File: config.mk
export PLATFORM = sky130hd
export DESIGN_NAME = ifetch_ir_flat
export DESIGN_NICKNAME = d
export VERILOG_FILES = /design/src/rtl/cpu54_pkg.sv /design/src/rtl/ifetch_ir_if.sv /design/src/rtl/ifetch_ir_fields.sv /design/src/rtl/ifetch_ir.sv /design/src/flat_wrapper.sv
export SDC_FILE = /design/constraint.sdc
export NUM_CORES = 1
export LEC_CHECK = 0
export CORE_ASPECT_RATIO = 0.7
export CORE_MARGIN = 1
export CORE_UTILIZATION = 35
export DETAILED_ROUTE_END_ITERATION = 12
export PLACE_DENSITY = 0.85
export SLEW_MARGIN = 40
export SYNTH_ARGS = -nofsm -noshare
export SYNTH_HDL_FRONTEND = slang
export SYNTH_SLANG_ARGS = --single-unit
File: constraint.sdc
create_clock -name clk -period 2 [get_ports clk]
set_input_delay 0.5 -clock clk [delete_from_list [all_inputs] [get_ports clk]]
set_output_delay 0.5 -clock clk [all_outputs]
set_load 0.1 [all_outputs]
File: src/rtl/cpu54_pkg.sv
// ============================================================================
// cpu54_pkg : shared fetch-state encoding, reset PC and IR field positions
// Revision  : 1.0
// ============================================================================
`default_nettype none

package cpu54_pkg;

    localparam logic [31:0] DEF_RESET_PC = 32'h0040_0000;

    localparam logic [1:0] c_ST_IDLE  = 2'd0;
    localparam logic [1:0] c_ST_REQ   = 2'd1;
    localparam logic [1:0] c_ST_WAIT  = 2'd2;
    localparam logic [1:0] c_ST_VALID = 2'd3;

    localparam int IMM_LSB   = 0;
    localparam int IMM_MSB   = 15;
    localparam int SHAMT_LSB = 6;
    localparam int SHAMT_MSB = 10;
    localparam int INDEX_LSB = 0;
    localparam int INDEX_MSB = 25;

endpackage

`default_nettype wire

File: src/rtl/ifetch_ir_if.sv
// ============================================================================
// ifetch_ir_if : instruction-memory read channel (req/gnt + rvalid/rdata)
// Revision     : 1.0
// ============================================================================
`default_nettype none

interface ifetch_ir_if #(
    parameter int AW = 32
);
    logic          imem_req;
    logic [AW-1:0] imem_addr;
    logic          imem_gnt;
    logic          imem_rvalid;
    logic [31:0]   imem_rdata;

    modport master (
        output imem_req,
        output imem_addr,
        input  imem_gnt,
        input  imem_rvalid,
        input  imem_rdata
    );

    modport slave (
        input  imem_req,
        input  imem_addr,
        output imem_gnt,
        output imem_rvalid,
        output imem_rdata
    );
endinterface

`default_nettype wire

File: src/rtl/ifetch_ir_fields.sv
// ============================================================================
// ir_fields : combinational slicer of the IR into extender/jump fields
// Revision  : 1.0
// ============================================================================
`default_nettype none

module ir_fields
    import cpu54_pkg::*;
(
    input  wire logic [31:0] ir,
    output logic      [15:0] imm16,
    output logic      [4:0]  shamt,
    output logic      [25:0] instr_index
);
    assign imm16       = ir[IMM_MSB:IMM_LSB];
    assign shamt       = ir[SHAMT_MSB:SHAMT_LSB];
    assign instr_index = ir[INDEX_MSB:INDEX_LSB];
endmodule

`default_nettype wire

File: src/rtl/ifetch_ir.sv
// ============================================================================
// ifetch_ir : multicycle fetch stage - PC, one imem read per request, IR latch
// Revision  : 1.0
// ============================================================================
`default_nettype none

module ifetch_ir
    import cpu54_pkg::*;
#(
    parameter int            AW       = 32,
    parameter logic [AW-1:0] RESET_PC = AW'(DEF_RESET_PC)
) (
    input  wire logic          clk,
    input  wire logic          rst_n,
    input  wire logic          fetch_start,
    input  wire logic          pc_load,
    input  wire logic [AW-1:0] pc_target,
    ifetch_ir_if.master        imem,
    output logic               busy,
    output logic               ir_valid,
    output logic [31:0]        ir,
    output logic [15:0]        imm16,
    output logic [4:0]         shamt,
    output logic [25:0]        instr_index,
    output logic [3:0]         pc_hi4,
    output logic [AW-1:0]      pc_plus4,
    output logic               err_sticky
);
    logic [1:0]    r_state;
    logic [1:0]    w_state_nxt;
    logic [AW-1:0] r_pc;
    logic [31:0]   r_ir;
    logic          r_err;
    logic          w_req;
    logic          w_busy;
    logic          w_ir_valid;
    logic          w_load_window;
    logic          w_capture;

    assign w_load_window = (r_state == c_ST_IDLE) || (r_state == c_ST_VALID);
    assign w_capture     = (r_state == c_ST_WAIT) && imem.imem_rvalid;

    always_ff @(posedge clk or negedge rst_n) begin
        if (!rst_n) begin
            r_state <= c_ST_IDLE;
        end else begin
            r_state <= w_state_nxt;
        end
    end

    // rvalid is only looked at in WAIT, so stale responses elsewhere fall through
    always_comb begin
        w_state_nxt = r_state;
        case (r_state)
            c_ST_IDLE:  if (fetch_start)        w_state_nxt = c_ST_REQ;
            c_ST_REQ:   if (imem.imem_gnt)      w_state_nxt = c_ST_WAIT;
            c_ST_WAIT:  if (imem.imem_rvalid)   w_state_nxt = c_ST_VALID;
            c_ST_VALID: if (fetch_start)        w_state_nxt = c_ST_REQ;
            default:                            w_state_nxt = c_ST_IDLE;
        endcase
    end

    always_comb begin
        w_req      = 1'b0;
        w_busy     = 1'b0;
        w_ir_valid = 1'b0;
        case (r_state)
            c_ST_REQ: begin
                w_req  = 1'b1;
                w_busy = 1'b1;
            end
            c_ST_WAIT:  w_busy     = 1'b1;
            c_ST_VALID: w_ir_valid = 1'b1;
            default: ;
        endcase
    end

    // A load in the fetch-start cycle lands on the same edge that enters REQ,
    // so the request address already reflects the new target.
    always_ff @(posedge clk or negedge rst_n) begin
        if (!rst_n) begin
            r_pc  <= RESET_PC;
            r_ir  <= 32'h0;
            r_err <= 1'b0;
        end else begin
            if (pc_load) begin
                if (w_load_window) begin
                    r_pc <= {pc_target[AW-1:2], 2'b00};
                    if (pc_target[1:0] != 2'b00) begin
                        r_err <= 1'b1;
                    end
                end else begin
                    r_err <= 1'b1;
                end
            end
            if (w_capture) begin
                r_ir <= imem.imem_rdata;
                r_pc <= r_pc + AW'(4);
            end
        end
    end

    assign imem.imem_req  = w_req;
    assign imem.imem_addr = r_pc;
    assign busy           = w_busy;
    assign ir_valid       = w_ir_valid;
    assign ir             = r_ir;
    assign pc_plus4       = r_pc;
    assign pc_hi4         = r_pc[AW-1:AW-4];
    assign err_sticky     = r_err;

    ir_fields u_ir_fields (
        .ir          (r_ir),
        .imm16       (imm16),
        .shamt       (shamt),
        .instr_index (instr_index)
    );
endmodule

`default_nettype wire

File: src/flat_wrapper.sv
// flat-port wrapper written by rule: the top's interface ports become plain ports
module ifetch_ir_flat import cpu54_pkg::*;
#(
    parameter int            AW       = 32,
    parameter logic [AW-1:0] RESET_PC = AW'(DEF_RESET_PC)
)
  (clk, rst_n, fetch_start, pc_load, pc_target, busy, ir_valid, ir, imm16, shamt, instr_index, pc_hi4, pc_plus4, err_sticky, imem_imem_req, imem_imem_addr, imem_imem_gnt, imem_imem_rvalid, imem_imem_rdata);
  ifetch_ir_if #(.AW(AW)) imem_i ();
  input  wire logic clk;
  input  wire logic rst_n;
  input  wire logic fetch_start;
  input  wire logic pc_load;
  input  wire logic [AW-1:0] pc_target;
  output logic busy;
  output logic ir_valid;
  output logic [31:0] ir;
  output logic [15:0] imm16;
  output logic [4:0] shamt;
  output logic [25:0] instr_index;
  output logic [3:0] pc_hi4;
  output logic [AW-1:0] pc_plus4;
  output logic err_sticky;
  output wire logic [$bits(imem_i.imem_req)-1:0] imem_imem_req;
  output wire logic [$bits(imem_i.imem_addr)-1:0] imem_imem_addr;
  input wire logic [$bits(imem_i.imem_gnt)-1:0] imem_imem_gnt;
  input wire logic [$bits(imem_i.imem_rvalid)-1:0] imem_imem_rvalid;
  input wire logic [$bits(imem_i.imem_rdata)-1:0] imem_imem_rdata;
  assign imem_imem_req = imem_i.imem_req;
  assign imem_imem_addr = imem_i.imem_addr;
  assign imem_i.imem_gnt = imem_imem_gnt;
  assign imem_i.imem_rvalid = imem_imem_rvalid;
  assign imem_i.imem_rdata = imem_imem_rdata;
  ifetch_ir #(.AW(AW), .RESET_PC(RESET_PC)) u_core (.clk(clk), .rst_n(rst_n), .fetch_start(fetch_start), .pc_load(pc_load), .pc_target(pc_target), .imem(imem_i), .busy(busy), .ir_valid(ir_valid), .ir(ir), .imm16(imm16), .shamt(shamt), .instr_index(instr_index), .pc_hi4(pc_hi4), .pc_plus4(pc_plus4), .err_sticky(err_sticky));
endmodule
==> results by group <==
Status
  – Outcome: complete, no violations

Timing
  – Fmax: between 0.5 and 0.6 GHz
  – Final setup fails: 0
  – Fin Clk Skew: 0.00717 ns
  – Crit path time final: 1.94 ns
  – Final Hold Vio Count: 0
  – Period Utilization, post-route: ~97%
  – Hold slack: ~0.17 ns
  – RSZ-0062 raised after global routing: true
  – Slew Limit Fails: 0
  – Max_slew headroom: 65.8%
  – Worst slew pin tran: 0.513 ns

Finish
  – Post-route cell area: about 7600 um^2
  – NumNets Final: 684
  – Share of cells above drive strength 1: 37.6%
  – Most frequent cells in the layout: 150 x buf_12, 123 x nand2_1, 68 x clkdlybuf4s50_1
  – Area growth from synthesis to layout: 97.9%
  – Register area: 1690 um^2
  – Post-layout util: 72.3%
  – # fillers: 716
  – N_diodes: 0
  – Area occupied by multi-input gates: 1540 um^2
  – Commonest non-fill, non-tap cell in the layout: buf_12

Detailed routing
  – Metal2 WL: 6730 um
  – DRT iter0 DRCs: 360
  – 1st-pass router iterations: 5
  – DRC viols: 0
  – Antenna Nets Post-Route: 0
  – Routed len/inst: 17.4 um
  – Final wirelength: 13300 um
  – WL met1: 5150 um
  – Post-DR vias/cell: about 5.1
  – DR top layer: met4
  – DR vias: 3890
  – DR WL met3: 1080 um

Synthesis
  – Post-synth EDFFs: 0
  – Synthesized area per cell: 8.47 um^2
  – Cells after Synth: 453
  – Total number of yosys warnings: 0
  – Fraction of registers with async set/reset: 100%
  – Most used flip-flop cell after synthesis: dfrtp_1
  – Sequential area share after synthesis: a little over two fifths
  – Post-Synthesis Cell Area: 3840 um^2
  – Unique masters post-synth: 45
  – Synth Register Bits: 65

GRT
  – First-pass GRT wire length: a little over 20000 um
  – Vias in the first global route: 3932
  – GRT Util Overall: 23.5%
  – Gr ovfl total: 0
  – Largest net degree at the start of global routing: 66
  – Initial antenna violation count: 0

Floorplan
  – Core outline area: 10500 um^2
  – Row count: 31
  – Die Ht: 89.6 um
  – Width of the die: 127 um
  – IO Count: 221
  – Die area: 11400 um^2
  – Initial Util: around 37%

Run
  – Max Cap Violations: 0

Clocking
  – Clock transition at the registers of the reported paths: 0.05 ns
  – Clk root buf: clkbuf_16
  – Clock latency at the later pin of the worst-skew pair: 0.32 ns
  – H-tree depth: 3
  – TritonCTS clock tree: done
  – Hold-fix buffers, CTS: 0
  – Total CTS buffers: 9
  – Clock tree buffer depth: 2
  – Clk sinks: 65

Critical path
  – Worst setup EP type: output port
  – Startpoint types: register
  – Critical path arrival: around 1.4 ns
  – Setup CP Type: reg2out
  – Crit path max fanout: 8
  – Worst Path Required: 1.50 ns

Placement
  – Gpl congestion: between 0.9 and 1
  – Placed wire-length estimate: 10500 um
  – Port bufs: 216
  – Placed cell areas: 7290 um^2

Worst hold path
  – Worst min-delay path category: in2async
[stage by stage]
step | setup WS (ns) | cells | TNS, ns
after floorplan | -0.0225 | 456 | -0.0225
after global placement | -0.0415 | 745 | -0.0747
after detailed placement | -0.114 | 745 | -0.688
after CTS | 0.0414 | 761 | 0
after global routing | -0.0105 | 763 | -0.0105
final | 0.0558 | 763 | 0
[Yosys cell counts (all sizes together) (5+ instances only)]
master	count	area share (%)
o22ai	6	0.98
nand4	8	1.7
and3	9	1.5
nand3	15	2.0
and4	5	1.1
nor2	25	2.4
inv	5	0.49
buf	90	17
nand2	124	12
o21ai	9	1.2
a21oi	14	1.8
a211oi	10	2.1
nor3	10	1.6
dfrtp	64	42
clkbuf	12	1.2
[logic make-up after synthesis]
| kind of cell | after synthesis | share of synthesized area, % |
|---|---|---|
| AO/OA/AOI/OAI | 64 | 11.5 |
| XOR/XNOR | 3 | 0.685 |
| adder cells (fa/ha/maj) | 4 | 1.30 |
| buffers and inverters | 107 | 18.8 |
| flip-flops | 65 | 42.4 |
| multiplexers | 2 | 0.522 |
| other | 1 | 0.0977 |
| AND/OR/NAND/NOR | 207 | 24.7 |
[critical path, cell delays in order, from the launching register on]
cell and delay [ns]:
dfrtp_1 0.40, inv_1 0.09, ha_4 0.32, clkinvlp_4 0.13, buf_12 0.18
[per-layer routing]
layer	vias to the layer above	GRT usage, %
met2	238	40.9
met5	-	0
li1	1759	-
met3	32	7.29
met1	1861	28.1
met4	0	8.33
[registers in the layout, indices dropped and copies added, names as in the netlist]
signal and flops:
u_core.ir 32, u_core.imem.imem_addr 30, u_core.r_state 2, u_core.err_sticky 1
[area by class of cell]
cell class	instances	share of cell area, %
clock buffers	13	3.43
clock inverters	3	0.198
inverters	5	0.296
multi-input cells	284	20.2
flip-flops and latches	65	22.3
well taps	148	2.44
repair buffers	245	51.1
[worst paths after layout]
kind / from / to / slack (ns) / cells past startpoint
max in group asynchronous: rst_n / u_core.imem.imem_addr[6] / 1.48 / 2
hold / removal: rst_n / u_core.imem.imem_addr[21] / 0.17 / 2
hold reg to reg: u_core.ir[31] / u_core.ir[31] / 0.48 / 2
setup / recovery: u_core.r_state[0] / busy / 0.06 / 4
setup reg to reg: u_core.imem.imem_addr[13] / u_core.imem.imem_addr[27] / 0.09 / 5
min in group clk: u_core.ir[31] / u_core.ir[31] / 0.48 / 2
[repair_timing]
| action | in CTS | in global routing |
|---|---|---|
| gates resized for setup | 2 | 0 |
| buffers inserted | 0 | 2 |
| pin swaps | 0 | 1 |
| setup endpoints to repair | 1 | 2 |
Power is left out: the tool's default activity adds up to more than one toggle a clock period on the data nets, which glitch-free logic cannot reach.
